<file path="src/rtl/prog_loader.sv">
`timescale 1ns/1ps
// prog_loader: boot-time instruction loader. Streams 32-bit instruction words
// from a valid/ready source into instruction memory at consecutive addresses,
// holds the processor in reset while loading, then releases it after a short
// flush period so fetch begins at the freshly loaded program.
module prog_loader #(
   parameter int START_ADDR   = 32,
   parameter int ADDR_STRIDE  = 2,
   parameter int MAX_WORDS    = 256,
   parameter int RESET_CYCLES = 2
) (
   input  logic        clk,
   input  logic        reset,
   input  logic        start,
   input  logic        s_valid,
   input  logic [31:0] s_data,
   input  logic        s_last,
   output logic        s_ready,
   output logic [31:0] Write_Address,
   output logic [31:0] OP_Code,
   output logic        Write_Enable,
   output logic        cpu_reset,
   output logic        done,
   output logic        error,
   output logic [15:0] word_count
);

   // The flush counter only needs to hold RESET_CYCLES; keep it at least one bit wide.
   localparam int FLUSH_W = (RESET_CYCLES < 2) ? 1 : $clog2(RESET_CYCLES + 1);

   localparam logic [31:0]        START_VALUE  = 32'(START_ADDR);
   localparam logic [31:0]        STRIDE_VALUE = 32'(ADDR_STRIDE);
   localparam logic [15:0]        MAX_COUNT    = 16'(MAX_WORDS);
   localparam logic [FLUSH_W-1:0] FLUSH_LOAD   = FLUSH_W'(RESET_CYCLES);
   localparam logic [FLUSH_W-1:0] FLUSH_ONE    = FLUSH_W'(1);

   typedef enum logic [2:0] {
      IDLE,
      LOAD,
      FLUSH,
      RUN,
      ERROR
   } state_t;

   state_t              state;
   logic [31:0]         addr_ptr;
   logic [FLUSH_W-1:0]  flush_cnt;
   logic                beat;
   logic                room;

   // A beat is a word handed over by the source; s_ready is only ever high in LOAD.
   assign beat = s_valid && s_ready;

   // There is still space for another word in the current load.
   assign room = (word_count < MAX_COUNT);

   // Loader sequencer: state, memory-write registers and all handshake/status outputs.
   always_ff @(posedge clk or negedge reset) begin
      if (!reset) begin
         state         <= IDLE;
         addr_ptr      <= '0;
         flush_cnt     <= '0;
         s_ready       <= 1'b0;
         Write_Address <= '0;
         OP_Code       <= '0;
         Write_Enable  <= 1'b0;
         cpu_reset     <= 1'b1;
         done          <= 1'b0;
         error         <= 1'b0;
         word_count    <= '0;
      end else begin
         // The write strobe is a single-cycle pulse per accepted word.
         Write_Enable <= 1'b0;

         case (state)
            // A new load may begin from any resting state; the processor is put
            // back into reset and the previous load's status is forgotten.
            IDLE, RUN, ERROR: begin
               if (start) begin
                  state      <= LOAD;
                  addr_ptr   <= START_VALUE;
                  word_count <= '0;
                  error      <= 1'b0;
                  s_ready    <= 1'b1;
                  cpu_reset  <= 1'b1;
                  done       <= 1'b0;
               end
            end

            LOAD: begin
               if (beat) begin
                  if (room) begin
                     Write_Address <= addr_ptr;
                     OP_Code       <= s_data;
                     Write_Enable  <= 1'b1;
                     addr_ptr      <= addr_ptr + STRIDE_VALUE;
                     word_count    <= word_count + 16'd1;
                     if (s_last) begin
                        state     <= FLUSH;
                        s_ready   <= 1'b0;
                        flush_cnt <= FLUSH_LOAD;
                     end
                  end else begin
                     // Too many words: swallow this one without writing it and
                     // park in ERROR with the processor still held in reset.
                     state   <= ERROR;
                     error   <= 1'b1;
                     s_ready <= 1'b0;
                  end
               end
            end

            FLUSH: begin
               if (flush_cnt == FLUSH_ONE) begin
                  state     <= RUN;
                  cpu_reset <= 1'b0;
                  done      <= 1'b1;
               end else begin
                  flush_cnt <= flush_cnt - FLUSH_ONE;
               end
            end

            default: begin
               state     <= IDLE;
               s_ready   <= 1'b0;
               cpu_reset <= 1'b1;
               done      <= 1'b0;
            end
         endcase
      end
   end

endmodule
</file>
<file path="config.mk">
export PLATFORM = sky130hd
export DESIGN_NAME = prog_loader
export DESIGN_NICKNAME = d
export VERILOG_FILES = /design/src/rtl/prog_loader.sv
export SDC_FILE = /design/constraint.sdc
export NUM_CORES = 1
export LEC_CHECK = 0
export BUFFER_PORTS_ARGS = -buffer_cell sky130_fd_sc_hd__buf_2
export CAP_MARGIN = 0
export CORE_UTILIZATION = 40
export CTS_BUF_LIST = sky130_fd_sc_hd__clkbuf_2 sky130_fd_sc_hd__clkbuf_4 sky130_fd_sc_hd__clkbuf_8
export DETAILED_ROUTE_END_ITERATION = 10
export GPL_ROUTABILITY_DRIVEN = 0
export PLACE_DENSITY = 0.67
export SYNTH_ARGS = -nofsm -noshare
export SYNTH_HDL_FRONTEND = slang
export SYNTH_SLANG_ARGS = --single-unit
export TNS_END_PERCENT = 5
</file>
<file path="constraint.sdc">
create_clock -name clk -period 2.3 [get_ports clk]
set_clock_uncertainty 0.2 [all_clocks]
set_input_delay 0.46 -clock clk [delete_from_list [all_inputs] [get_ports clk]]
set_output_delay 0.46 -clock clk [all_outputs]
set_load 0.02 [all_outputs]
</file>
==> reports/results.tsv <==
stage	metric	value	unit
synth	Synth top area share	0.5578	
floorplanning	Core Region	0.01282	mm²
finish	footprint of the multi-input gates	0.002354	mm²
power	PwrDens	987.6	mW/mm²
grt	initial antenna violation count	0	
synth	cell taking the most area after synthesis	dfrtp_1	
finish	Layout Cells excl Fill	929	
floorplanning	die width	117.5	µm
route	WL per Instance	13.81	µm
synth	post-synth net total	613	
critical_path	Critical Path Start	word_count[15]	
run_status	failing checks	negative setup slack	
clock_tree	CTS tree	done	
hold_path	hold path depth	3	
grt	GRT busiest layer	met2	
timing	Max transition margin	0.5986	
clock_tree	Clock Tree Buf Depth	2	
timing	min Tclk post-route	2562	ps
power	Sw Share	0.3780	
grt	vias in the first global route	4655	
clock_tree	clk_lat worst skew	430	ps
floorplanning	Starting Density	0.4163	
synth	Synth area leaders	dfrtp_1 (56%), nand2_1 (15%), xor2_1 (3.0%), a2111oi_2 (2.5%), nor2_1 (2.5%)	
timing	Hold Fails Final Rpt	0	
timing	setup violators final	70	
floorplanning	die area	0.01381	mm²
route	drt pass-1 iters	5	
finish	ANT cells	0	
route	WL final	12830	µm
hold_path	hold path start	s_data[20]	
timing	RSZ-0062 raised after global routing	true	
job	Max Cap Viol	0	
floorplanning	boundary pin count	122	
synth	sequential fraction of the synthesis area	0.5627	
placed_design	DP Wirelength	8952	µm
synth	FFs w/ async S/R, synth	1.000	
synth	Mean Syn Cell Area	9.317	µm²
clock_tree	TritonCTS buffer count	17	
power	Clock Power Share	0.248	
synth	yosys warns	0	
critical_path	Setup CP Type	reg2reg	
timing	final cycle utilization of the critical path	1.114	
grt	met1 usage	0.2510	
synth	EDFF count, synth	0	
finish	register area	0.003008	mm²
route	Antenna Nets Post-Route	0	
clock_tree	clock sink total	120	
power	Max VDD drop	524.0	µV
placed_design	port bufs	120	
finish	final net count	784	
timing	Slew @ Worst Pin	597.5	ps
route	vias post-DR	4564	
grt	grt ovf	0	
synth	register bit total from synthesis	120	
hold_path	Hold Path Class	in2reg	
critical_path	Crit Path Max Fanout	10	
synth	Mapped Area	0.005339	mm²
critical_path	R2R Setup Slk	-260	ps
power	PnR Total Power	7.098	mW
finish	Layout area overhead	34.61	%
critical_path	crit end category	flop	
critical_path	CP Data Arrival Time	2670	ps
hold_path	Hold EP	OP_Code[20]	
power	Internal Power	4.415	mW
route	Initial DRC Count	211	
finish	Layout fillers	1198	
finish	share of cells above drive strength 1	0.3210	
synth	count leader, synth	nand2_1	
power	Gate power share	0.367	
power	sw power	2.683	mW
run_status	status	finished, violations left	
placed_design	dpl cells	884	
clock_tree	CTS root buf	clkbuf_8	
grt	first-pass GRT wire length	21870	µm
timing	Final Max Tran Viols	0	
grt	met3 Use GR	0.04409	
route	mean number of vias per cell	4.913	
floorplanning	Core Rows	41	
synth	Yosys cell types	48	
critical_path	Worst R2R End	addr_ptr[26]	
synth	Synth Flop Type	dfrtp_1	
critical_path	startpoint types	flop	
timing	fmax	390.4	MHz
timing	final setup margin	-261.7	ps
critical_path	worst reg2reg path startpoint	word_count[15]	
synth	Cells after Synth	573	
route	DRC errors left	0	
grt	All-Layer GR Usage	0.1969	
clock_tree	Reg clk slew, reported paths	60	ps
critical_path	Worst Reg-to-Reg Cells	6	
synth	Post-synth top cells	nand2_1 (216), dfrtp_1 (119), nor2_1 (36)	
power	Seq pwr share	0.384	
clock_tree	Max H-tree Level	4	
power	Pleak	3.751	nW
critical_path	Crit path required time	2410	ps
floorplanning	Vert. Die Dim	117.5	µm
grt	largest net degree at the start of global routing	58	
grt	met2 Use GR	0.3251	
cells in the final DEF, fill, tap and decap left out, types with 3 or more instances in the layout:
master / count
a2111oi_4: 10
a21oi_1: 9
and2_1: 7
and3_1: 8
and4_1: 4
buf_12: 6
buf_2: 119
buf_4: 50
buf_6: 3
clkbuf_4: 6
clkbuf_8: 23
clkinv_2: 3
dfrtp_1: 116
dfrtp_2: 3
dlygate4sd3_1: 9
ha_1: 3
inv_1: 5
nand2_1: 216
nand2b_1: 3
nand3_1: 17
nand4_1: 16
nor2_1: 36
nor2_2: 6
nor4_4: 3
o21ai_0: 12
or3_1: 3
or4_1: 3
or4_4: 3
xnor2_1: 11
xor2_1: 18
flip-flops by register name, summed over array words and instances (netlist names):
register,cells
OP_Code,32
Write_Address,31
addr_ptr,31
word_count,16
state,3
flush_cnt,2
Write_Enable,1
cpu_reset,1
done,1
error,1
s_ready,1
power groups by stage:
stage               logic (mW)  clock network [mW]  registers, mW
global placement          2.42                   0           2.74
finish                    2.61                1.76           2.73
detailed placement        2.49                   0           2.77
CTS                       2.60                1.81           2.73
floorplan                 1.12                   0           3.17
global route              2.86                1.91           2.78
timing repair:
item,CTS,global route
hold buffers,9,0
endpoints found under the setup margin,87,103
gates resized for setup,12,7
endpoints found under the hold margin,34,0
pin swaps,10,10
setup buffers,4,0
metal layers:
metal	part of all wire	vias to the layer above
met1	0.46	2196
met2	0.48	123
met4	0.021	0
li1	-	2224
met3	0.044	21
met5	0	-
per-stage QoR:
step / util / setup WS, ps / area [µm²] / hold slack, ps / TNS [ps]
4_1_cts: 0.5576 / -276.5 / 7151 / 0.2374 / -9695
2_1_floorplan: - / -354.2 / 5431 / -35.59 / -21900
3_5_place_dp: 0.5122 / -316.6 / 6569 / 225.1 / -11110
5_1_grt: 0.5604 / -331.9 / 7187 / 11.96 / -14940
3_3_place_gp: 0.5122 / -254.4 / 6569 / 213.7 / -8755
6_report: 0.5604 / -261.7 / 7187 / 28.48 / -8755
cells by family (layout without fill, tap and decap cells):
| family | after synthesis | count (layout) | synth area share |
|---|---|---|---|
| xor gates and xnor gates | 29 | 29 | 0.04757 |
| buffers and inverters | 40 | 224 | 0.03234 |
| and+or+nand+nor | 333 | 333 | 0.2737 |
| other | 1 | 1 | 0.0007024 |
| DFF | 120 | 120 | 0.5627 |
| AOI/OAI and AO/OA | 47 | 47 | 0.07593 |
| adders and majority gates | 3 | 3 | 0.007031 |
worst max path at each step:
stage | end | cells after the start
after global routing | addr_ptr[26] | 6
after detailed placement | addr_ptr[31] | 6
after global placement | addr_ptr[24] | 6
after CTS | addr_ptr[26] | 6
final | addr_ptr[26] | 6
after floorplan | addr_ptr[22] | 7
area by class of cell:
type / instances / share of cell area
Clock inverter: 3 / 0.002089
Inverter: 5 / 0.002611
Sequential cell: 120 / 0.4185
Tap cell: 172 / 0.02994
Clock buffer: 29 / 0.05031
Timing Repair Buffer: 187 / 0.1690
Multi-Input combinational cell: 413 / 0.3275
worst max-delay path, stage by stage, from the launching register on:
cell       delay, ps
dfrtp_2          400
or4_4            540
or4_4            580
buf_12           190
a2111oi_4        300
xnor2_1          180
nor2_2            50
Power figures use the tool's default switching activity.
